--- src/rtl/connect4_pkg.sv ---
// Shared Connect-4 definitions: piece codes, win-check controller states and scan sizing.
package connect4_pkg;

  localparam logic [1:0] PIECE_NONE = 2'b00;
  localparam logic [1:0] PIECE_BLUE = 2'b01;
  localparam logic [1:0] PIECE_RED  = 2'b10;

  localparam int SEQ_PIECES   = 226;
  localparam int FLUSH_CYCLES = 2;
  localparam int CNT_W        = 8;
  localparam int SCAN_LAST    = SEQ_PIECES + FLUSH_CYCLES - 1;

  typedef enum logic [2:0] {
    ST_IDLE   = 3'd0,
    ST_LOAD   = 3'd1,
    ST_SCAN   = 3'd2,
    ST_REPORT = 3'd3,
    ST_OVER   = 3'd4
  } ctrl_state_t;

  // 2'b11 from the recognizer is illegal and must never count as a win.
  function automatic logic is_win_code(input logic [1:0] code);
    return (code == PIECE_BLUE) || (code == PIECE_RED);
  endfunction

endpackage

--- src/rtl/win_check_controller_scan_counter.sv ---
// Scan-window counter: cleared on reload, counts while enabled, flags the last window cycle.
module scan_counter #(
  parameter int CNT_W = 8,
  parameter int LAST  = 227
) (
  input  logic clock,
  input  logic reset,
  input  logic clear,
  input  logic enable,
  output logic last
);

  logic [CNT_W-1:0] cnt_reg;

  if ((2 ** CNT_W) <= (LAST + 1)) begin : g_width_check
    $fatal(1, "scan_counter: CNT_W too narrow for LAST");
  end

  // Holding at LAST keeps the counter from ever wrapping.
  always_ff @(posedge clock) begin
    if (reset || clear) begin
      cnt_reg <= '0;
    end else if (enable && !last) begin
      cnt_reg <= cnt_reg + 1'b1;
    end
  end

  assign last = (cnt_reg == CNT_W'(LAST));

endmodule

--- src/rtl/win_check_controller.sv ---
// Sequences the four-in-a-row recognizer after each drop and latches the winner/draw outcome.
module win_check_controller
  import connect4_pkg::*;
(
  input  logic       clock,
  input  logic       reset,
  input  logic       start,
  input  logic       new_game,
  input  logic       board_full,
  input  logic [1:0] detect_in,
  output logic       check_enable,
  output logic       busy,
  output logic       done,
  output logic [1:0] winner,
  output logic       draw,
  output logic       game_over
);

  ctrl_state_t state;
  logic        scan_last;

  scan_counter #(
    .CNT_W (CNT_W),
    .LAST  (SCAN_LAST)
  ) u_scan_counter (
    .clock  (clock),
    .reset  (reset),
    .clear  (state == ST_LOAD),
    .enable (state == ST_SCAN),
    .last   (scan_last)
  );

  // Outputs are registered together with the state so they change on the same edge.
  always_ff @(posedge clock) begin
    if (reset) begin
      state        <= ST_IDLE;
      check_enable <= 1'b0;
      busy         <= 1'b0;
      done         <= 1'b0;
      winner       <= PIECE_NONE;
      draw         <= 1'b0;
      game_over    <= 1'b0;
    end else begin
      done <= 1'b0;
      case (state)
        ST_IDLE: begin
          if (start) begin
            state <= ST_LOAD;
            busy  <= 1'b1;
          end
        end
        ST_LOAD: begin
          state        <= ST_SCAN;
          check_enable <= 1'b1;
        end
        ST_SCAN: begin
          // A win on the terminal cycle still wins over the timeout.
          if (is_win_code(detect_in)) begin
            winner       <= detect_in;
            state        <= ST_REPORT;
            check_enable <= 1'b0;
            done         <= 1'b1;
          end else if (scan_last) begin
            state        <= ST_REPORT;
            check_enable <= 1'b0;
            done         <= 1'b1;
          end
        end
        ST_REPORT: begin
          draw <= board_full && (winner == PIECE_NONE);
          busy <= 1'b0;
          if ((winner != PIECE_NONE) || board_full) begin
            state     <= ST_OVER;
            game_over <= 1'b1;
          end else begin
            state <= ST_IDLE;
          end
        end
        ST_OVER: begin
          if (new_game) begin
            state     <= ST_IDLE;
            winner    <= PIECE_NONE;
            draw      <= 1'b0;
            game_over <= 1'b0;
          end
        end
        default: begin
          state        <= ST_IDLE;
          check_enable <= 1'b0;
          busy         <= 1'b0;
        end
      endcase
    end
  end

endmodule

--- config.mk ---
export PLATFORM = sky130hd
export DESIGN_NAME = win_check_controller
export DESIGN_NICKNAME = d
export VERILOG_FILES = /design/src/rtl/connect4_pkg.sv /design/src/rtl/win_check_controller_scan_counter.sv /design/src/rtl/win_check_controller.sv
export SDC_FILE = /design/constraint.sdc
export NUM_CORES = 1
export LEC_CHECK = 0
export ABC_AREA = 1
export CELL_PAD_IN_SITES_DETAIL_PLACEMENT = 1
export CELL_PAD_IN_SITES_GLOBAL_PLACEMENT = 1
export CORE_MARGIN = 1.5
export CORE_UTILIZATION = 37
export CTS_CLUSTER_DIAMETER = 200
export DETAILED_ROUTE_END_ITERATION = 12
export PLACE_DENSITY_LB_ADDON = 0.15
export SYNTH_ARGS = -nofsm -noshare
export SYNTH_HDL_FRONTEND = slang
export SYNTH_HIERARCHICAL = 1
export SYNTH_SLANG_ARGS = --single-unit
--- constraint.sdc ---
create_clock -name clock -period 1.45 [get_ports clock]
set_input_delay 0.29 -clock clock [delete_from_list [all_inputs] [get_ports clock]]
set_output_delay 0.29 -clock clock [all_outputs]
set_load 0.01 [all_outputs]
Word-level counts from Yosys, hierarchy flattened
Cells that the tools add are included.
{ "op_classes": {"add_sub_neg": 1, "n_eq_ne": 12, "mux": 20, "n_bitwise": 3, "reduce_logical": 20} }
{ "op_table": {"columns": ["cell", "count"], "rows": [
  ["3-bit 2-to-1 mux", 5],
  ["3-bit one-hot mux with 5 select lines", 1],
  ["3-bit AND reduction", 3],
  ["8-bit by 1-bit adder with 8-bit output, second input constant", 1],
  ["8-bit == test, second input constant", 1],
  ["2-bit != test, second input constant", 4],
  ["1-bit 2-to-1 mux", 7],
  ["3-bit by 2-bit == test with 1-bit output, second input constant", 2],
  ["1-bit one-hot mux with 2 select lines", 3],
  ["2-bit AND reduction", 3],
  ["2-bit nonzero test", 3],
  ["3-bit OR reduction", 2],
  ["2-bit 2-to-1 mux", 2],
  ["2-bit one-hot mux with 2 select lines", 1],
  ["3-bit by 1-bit == test with 1-bit output, second input constant", 1],
  ["3-bit == test, second input constant", 1],
  ["3-bit logical NOT", 1],
  ["1-bit logical OR", 3],
  ["3-bit != test, second input constant", 1],
  ["1-bit inverter", 3],
  ["1-bit one-hot mux with 3 select lines", 1],
  ["2-bit by 1-bit == test with 1-bit output, second input constant", 1],
  ["2-bit == test, second input constant", 1],
  ["1-bit logical AND", 2],
  ["other kinds (3)", 3]
]} }
{ "word_totals": {"reg_bits": 18, "output_inout_bits": 7, "word_cells": 64} }

Depth between registers and ports, before layout
Gate-level depths: netlist (run 1).
{ "depth": {"depth_word": 4, "depth_mapped": 10} }

Hierarchy
Netlist (run 1), hierarchy kept.
{ "modules_own_cells": {"columns": ["module", "n_inst", "cells_each", "area_each_um2", "seq_area_each_um2"], "rows": [
  ["scan_counter", 1, 82, 549.3, 160.2],
  ["win_check_controller", 1, 68, 460.4, 200.2]
]} }

Least setup slack after synthesis (run 1)
No wires, ideal clock.
{ "synth_timing": {"path_type": "register -> register", "startpoint": "register u_scan_counter.cnt_reg[0]", "endpoint": "register check_enable", "setup_time_ns": 0.119, "arrival_time_ns": 1.218, "t_required_ns": 1.331, "path_slack_ns": 0.113, "path_stages_with_launch": 11, "cell_sequence": "dfxtp_1 ha_1 inv_1 nor2_1 nand2_2 nor2_4 inv_1 nand3_1 o21ai_0 nand2_1 a21oi_1"} }
{ "synth_via": {"elab_chain_cells": 3} }
{ "synth_rtl": {"columns": ["element", "line_no", "text"], "rows": [
  ["start: declaration", "win_check_controller_scan_counter.sv:13", "logic [CNT_W-1:0] cnt_reg;"],
  ["start signal: assignment", "win_check_controller_scan_counter.sv:24", "cnt_reg <= cnt_reg + 1'b1;"],
  ["8-bit == test", "win_check_controller_scan_counter.sv:28", "assign last = (cnt_reg == CNT_W'(LAST));"],
  ["named net scan_last", "win_check_controller.sv:20", "logic scan_last;"],
  ["3-bit != test (no line)", null, null],
  ["2-bit AND reduction (no line)", null, null],
  ["end signal: assignment", "win_check_controller.sv:37", "check_enable <= 1'b0;"],
  ["end signal: assignment", "win_check_controller.sv:54", "check_enable <= 1'b1;"],
  ["end signal: assignment", "win_check_controller.sv:61", "check_enable <= 1'b0;"],
  ["end: declaration", "win_check_controller.sv:11", "output logic check_enable,"]
]} }
The timed path passes the listed nets, and every way through them passes these cells.
A chain may end at the register's enable or synchronous reset.

Final worst setup path (run 1)
Same ends and word-level chain as after synthesis.

==> impl_metrics.csv, run 1 <==
group,metric,value,unit
cells_and_area,largest_register_ffs,8,
logic_synthesis,synth_nets,159,
floorplanning,core_area,2520,µm²
logic_synthesis,synth-main-ff-cell,"dfxtp_1",
timing,period_share,93.2,%
setup_path,critPathCaptureType,"flop",
placed_design,hpwl,2.11,mm
logic_synthesis,syn-cell-area,1010,µm²
logic_synthesis,synth_edf_count,0,
cells_and_area,areaGrowthSynthToFinish,22.8,%
drt,dr_total_vias,1015,
logic_synthesis,synth_xor_xnor_area_share,0.867,%
floorplanning,die_w,55.2,µm
clock_network,clock-sinks,18,
cells_and_area,nFillCells,339,
cells_and_area,num_antenna_cells,0,
floorplanning,rows,18,
logic_synthesis,yosys_warnings,6,
drt,routed_wl,2.54,mm
placed_design,place_congestion,0.848,
logic_synthesis,synth_most_common_cell,"nand2_1",
setup_path,cp_max_fo,2,
clock_network,max-clock-path-buffers,2,
cells_and_area,fin_nets,182,
floorplanning,floorplan.initialDensity,40.0,%
flow_run,drv_cap,0,
global_routing,antenna_found_initial,0,
logic_synthesis,syn_area_per_cell,6.73,µm²
setup_path,critPathRequiredTime,1.63,ns
setup_path,arrival,1.53,ns
timing,drv_slew,0,
floorplanning,dieArea,3050,µm²
power,p_total,1.07,mW
clock_network,path_clk_slew,0.11,ns
clock_network,post_cts_buffers,0,
logic_synthesis,synthSimpleGateAreaFrac,41.8,%
power,power_density,863,nW/µm²
clock_network,cts_inserted_buffers,3,
timing,setup_viol,0,
logic_synthesis,synth_compound_area_share,9.79,%
placed_design,place.port_buffers,13,
clock_network,h-tree-depth,1,
logic_synthesis,synth_top_family_by_area,"simple AND/OR/NAND/NOR gates",
timing,fin_skew,0.0104,ns
logic_synthesis,yosys.area.top_type,"dfxtp_1",
clock_network,worstSkewPairLatency,0.29,ns
setup_path,start_kind,"flop",
global_routing,grt_pass1_vias,1048,
global_routing,grt_max_degree,10,
logic_synthesis,synth_cells,150,
logic_synthesis,async_flop_share,0,%
drt,ant_nets,0,
power,ir_worst_vdd,623,µV
global_routing,grt_pass1_wl,4.55,mm
floorplanning,pin_count,14,
logic_synthesis,synth_cell_type_count,24,
clock_network,cts-root-buf,"clkbuf_4",
global_routing,gr-total-overflow,0,
timing,relSlewSlack,79.4,%
drt,detail_route.first_pass.iterations,4,
timing,max_freq,0.740,GHz
timing,finalCriticalPeriod,1.35,ns
drt,routed_via_density,5.05,
drt,wl_per_cell,12.7,µm
logic_synthesis,yosysTopAreaCellShare,35.7,%
cells_and_area,multi_input_area,557,µm²
drt,drc,0,
logic_synthesis,synth_adder_area_share,2.48,%
logic_synthesis,ys_top_cells_by_count,"41 x nand2_1, 21 x inv_1, 18 x dfxtp_1, 18 x nor2_1, 11 x nand3_1",
logic_synthesis,synthTopCellsByArea,"dfxtp_1 36%, nand2_1 15%, inv_1 7.8%",
power,power_leakage,0.581,nW
outcome,outcome,"finished, final reports clean",
cells_and_area,register_area,363,µm²
timing,timing_hold_violations_final,0,
logic_synthesis,synthMuxAreaShare,0,%
drt,drt-initial-drc-count,33,
timing,rsz0062_at_grt,"false",
min_path,hp-class,"reg2reg",
floorplanning,die_h,55.2,µm
setup_path,critical_path_class,"reg2reg",
timing,tns,0,ns
timing,tightestPinTransition,0.306,ns
logic_synthesis,seq_area_frac_synth,35.7,%
clock_network,cts_tree,"yes",
cells_and_area,drive_gt1_share,17.0,%
global_routing,grt_use_total,18.5,%
logic_synthesis,synth-seq-cells,18,
-- worst paths after layout --
kind / from / to / slack [ns] / cells past startpoint
setup reg to reg: u_scan_counter/cnt_reg[0] / check_enable / 0.1 / 10
hold reg to reg: game_over / game_over / 0.47 / 2
hold / removal: game_over / game_over / 0.47 / 2
setup / recovery: u_scan_counter/cnt_reg[0] / check_enable / 0.1 / 10
-- stage by stage --
step | std cells | setup slack [ns] | hold slack, ns | instance area (µm²) | util (%)
2_1_floorplan | 150 | 0.113 | 0.359 | 1010 | -
6_report | 201 | 0.0981 | 0.474 | 1240 | 49.2
3_3_place_gp | 198 | 0.0915 | 0.456 | 1220 | 48.3
5_1_grt | 201 | 0.00335 | 0.500 | 1240 | 49.2
4_1_cts | 201 | 0.00362 | 0.477 | 1230 | 49.0
3_5_place_dp | 198 | 0.0210 | 0.462 | 1220 | 48.3
-- where the power goes --
group	internal [mW]	switching, mW
logic	0.115	0.150
registers	0.526	0.0286
clock network	0.0966	0.154
total	0.737	0.333
-- placed cells by master (no fill, tap or decap), types with 2 or more instances in the layout --
master | synthesis | layout
clkdlybuf4s50_1 | 0 | 6
o22ai_1 | 2 | 2
dfxtp_1 | 18 | 16
nor2_2 | 2 | 3
inv_1 | 21 | 21
buf_4 | 0 | 6
clkbuf_4 | 0 | 3
nand2_1 | 41 | 41
dlygate4sd2_1 | 0 | 6
nor2_4 | 3 | 3
nor2_1 | 18 | 17
o21ai_1 | 2 | 2
a21oi_1 | 9 | 9
o21ai_0 | 2 | 2
inv_2 | 3 | 3
nand3_1 | 11 | 11
nand2_4 | 2 | 2
nand4_1 | 2 | 2
ha_1 | 2 | 2
dfxtp_2 | 0 | 2
nand2_2 | 4 | 4
-- kinds of logic after synthesis --
group	Yosys count
flops	18
simple gates	86
compound gates	18
buf+inv	25
xor+xnor	1
fa+ha+maj	2
-- worst max-delay path, cell delays in order (launching register included) --
cell and delay (ns):
dfxtp_1 0.36, ha_1 0.18, inv_1 0.04, nor2_1 0.11
nand2_2 0.08, nor2_4 0.12, inv_1 0.07, nand3_1 0.10
o21ai_0 0.08, nand2_1 0.06, a21oi_1 0.05
-- routing by layer --
layer  share of wire (%)  wire [µm]  up-vias  global-route usage (%)
met5                   0          0        -                       0
met4                0.55         14        0                    2.79
met3                 3.4         87        2                    4.92
met2                  47       1190       12                    29.6
met1                  49       1260      486                    25.6
li1                    -          -      515                       -
-- timing repair --
item,CTS,global route
setup endpoints to repair,6,5
gates resized for setup,8,2
hold buffers,0,0
-- area by class of cell --
class / instances / area share (%)
Multi-Input combinational cell: 107 / 44.9
Sequential cell: 18 / 29.3
Timing Repair Buffer: 19 / 13.7
Inverter: 24 / 7.27
Tap cell: 30 / 3.03
Clock buffer: 3 / 1.82
Note: power is estimated with default switching activity, not from simulation.
==> inputs of run 2 (changes only) <==
PLACE_DENSITY_LB_ADDON = 0.1   (was 0.15)
SYNTH_HIERARCHICAL = default   (was 1)
==> run 2 against run 1 <==
Critical path depth is 2 lower. Clock power rose by 26%. Sequential share of layout area grew 3.4 points. Area after synthesis is 11% lower. Utilization fell by 0.10 points. Global-route usage is 0.095 points higher. Critical path type unchanged. Sequential cell count is the same. Sequential power down 1%. Largest power group unchanged. First-iteration DRC count down 94%. Clock skew fell by 0.0063 ns.
==> impl_metrics.csv, run 2 <==
group,metric,value,unit
clock_network,worstSkewPairLatency,0.30,ns
placed_design,hpwl,1.59,mm
min_path,hp-class,"reg2reg",
cells_and_area,largest_register_ffs,8,
power,power_density,972,nW/µm²
cells_and_area,register_area,362,µm²
floorplanning,dieArea,2730,µm²
logic_synthesis,synth_edf_count,0,
logic_synthesis,yosys_warnings,0,
floorplanning,die_h,52.2,µm
drt,met2RoutedLength,891,µm
setup_path,max_stage_delay,0.39,ns
drt,routed_via_density,4.83,
drt,ant_nets,0,
logic_synthesis,synth_nets,131,
logic_synthesis,syn_area_per_cell,7.29,µm²
logic_synthesis,syn-cell-area,897,µm²
placed_design,place.port_buffers,13,
setup_path,path_buf_inv,1,
cells_and_area,layout_commonest_cell,"nand2_1",
drt,wl_per_cell,12.4,µm
setup_path,cp_max_fo,9,
drt,routed_wl,2.12,mm
setup_path,critical_path_class,"reg2reg",
logic_synthesis,synthTopCellsByArea,"dfxtp_1 40%, nand2_1 14%, a21oi_1 7.8%",
setup_path,path_delay_family,"simple AND/OR/NAND/NOR gates",
drt,met1_length,1.15,mm
cells_and_area,multi_input_area,474,µm²
global_routing,gr-total-overflow,0,
global_routing,grt_pass1_vias,843,
timing,tns,0,ns
timing,drv_slew,0,
logic_synthesis,yosys.area.top_type,"dfxtp_1",
power,p_total,1.07,mW
drt,routed.top_layer,"met4",
cells_and_area,areaGrowthSynthToFinish,23.3,%
logic_synthesis,synth_cells,123,
logic_synthesis,seq_area_frac_synth,40.2,%
timing,rsz0062_at_grt,"false",
global_routing,grt_max_degree,11,
setup_path,critPathCaptureType,"flop",
setup_path,start_kind,"flop",
cells_and_area,layout_common_cells,"33 x nand2_1, 17 x dfxtp_1, 14 x a21oi_1",
setup_path,crit_top_cell,"nand2_1",
clock_network,cts-root-buf,"clkbuf_4",
timing,finalCriticalPeriod,1.29,ns
logic_synthesis,synth-main-ff-cell,"dfxtp_1",
floorplanning,die_w,52.2,µm
timing,period_share,88.8,%
setup_path,cp_cell_sequence,"ha_1, nand2_1, nor2_2, nand2_4, nand2_8, inv_6, nand2_1, a21oi_1",
setup_path,cp_num_cells,8,
floorplanning,floorplan.initialDensity,39.8,%
clock_network,cts_tree,"yes",
cells_and_area,nFillCells,305,
floorplanning,rows,17,
cells_and_area,fin_nets,151,
outcome,outcome,"finished, final reports clean",
drt,dr_total_vias,821,
min_path,hold_depth,2,
setup_path,slowest_stage,"dfxtp_1",
clock_network,h-tree-depth,1,
clock_network,cts_inserted_buffers,3,
power,ir_worst_vdd,505,µV
global_routing,antenna_found_initial,0,
logic_synthesis,synth_most_common_cell,"nand2_1",
setup_path,critPathRequiredTime,1.63,ns
timing,tightestPinTransition,0.316,ns
logic_synthesis,synth-seq-cells,18,
cells_and_area,num_antenna_cells,0,
cells_and_area,drive_gt1_share,12.7,%
timing,setup_viol,0,
flow_run,drv_cap,0,
drt,wl_met3,50,µm
timing,fin_skew,0.00410,ns
setup_path,rr_worst_depth,8,
floorplanning,pin_count,14,
clock_network,clock-sinks,18,
timing,timing_hold_violations_final,0,
drt,drt-initial-drc-count,2,
logic_synthesis,synth_cell_type_count,25,
floorplanning,core_area,2250,µm²
timing,relSlewSlack,78.9,%
logic_synthesis,async_flop_share,0,%
timing,max_freq,0.777,GHz
cells_and_area,post-route-util,49.1,%
drt,detail_route.first_pass.iterations,2,
logic_synthesis,yosysTopAreaCellShare,40.2,%
global_routing,grt_use_total,18.6,%
drt,drc,0,
power,power_leakage,0.470,nW
global_routing,grt_pass1_wl,3.69,mm
clock_network,path_clk_slew,0.11,ns
logic_synthesis,ys_top_cells_by_count,"33 x nand2_1, 18 x dfxtp_1, 14 x a21oi_1, 11 x inv_1",
clock_network,max-clock-path-buffers,2,
setup_path,arrival,1.47,ns
placed_design,place_congestion,0.745,
clock_network,postCtsHoldBufs,0,
-- run 2: cell count changes after synthesis, moves of 5 or more --
| cell | before | now |
|---|---|---|
| nand2_1 | 41 | 33 |
| nor2_1 | 18 | 10 |
| a21oi_1 | 9 | 14 |
| inv_1 | 21 | 11 |
-- run 2: path summary, 6_finish.rpt --
kind | start | to | slack [ns]
setup / recovery | u_scan_counter.cnt_reg[0] | u_scan_counter.cnt_reg[5] | 0.16
hold / removal | game_over | game_over | 0.47
setup reg to reg | u_scan_counter.cnt_reg[0] | u_scan_counter.cnt_reg[5] | 0.16
hold reg to reg | game_over | game_over | 0.47
-- run 2: layer usage --
layer / track usage (%) / vias to the layer above
met4: 10.3 / 0
met1: 25.8 / 376
met2: 27.6 / 9
met5: 0 / -
met3: 2.57 / 2
li1: - / 434
-- run 2: area by class of cell --
cell class	instances	area share, %
multi-input combinational	91	42.9
sequential	18	32.7
timing repair buffer	15	12.3
inverter	14	5.66
clock buffer	4	3.28
tap	28	3.17
-- run 2: tightest hold or removal path: stages (launching register included) --
cell	delay, ns
dfxtp_1	0.32
nand2_1	0.06
a21oi_1	0.05
-- run 2: power by group --
| group | total, mW | switching, mW | leakage [nW] | internal, mW |
|---|---|---|---|---|
| sequential | 0.547 | 0.0245 | 0.147 | 0.522 |
| combinational | 0.212 | 0.127 | 0.303 | 0.0846 |
| clock | 0.317 | 0.163 | 0.0210 | 0.153 |
-- run 2: kinds of logic after synthesis --
family,after synthesis,synth area share (%)
and+or+nand+nor,65,35.1
AOI/OAI and AO/OA,20,11.4
DFF,18,40.2
buffers and inverters,14,6.97
xor gates and xnor gates,5,4.88
adders and majority gates,1,1.39
-- run 2: per-stage QoR --
stage | setup slack [ns] | hold WS, ns | cells | cell area, µm²
finish | 0.162 | 0.468 | 170 | 1110
global route | 0.0439 | 0.501 | 170 | 1110
CTS | 0.153 | 0.474 | 170 | 1110
detailed placement | -0.0415 | 0.457 | 166 | 1080
global placement | 0.00964 | 0.447 | 166 | 1080
floorplan | 0.255 | 0.359 | 123 | 897
-- run 2: what timing repair did --
item | in CTS | in global routing
resized for setup | 8 | 0
setup endpoints to repair | 7 | 0
setup buffers | 0 | 0
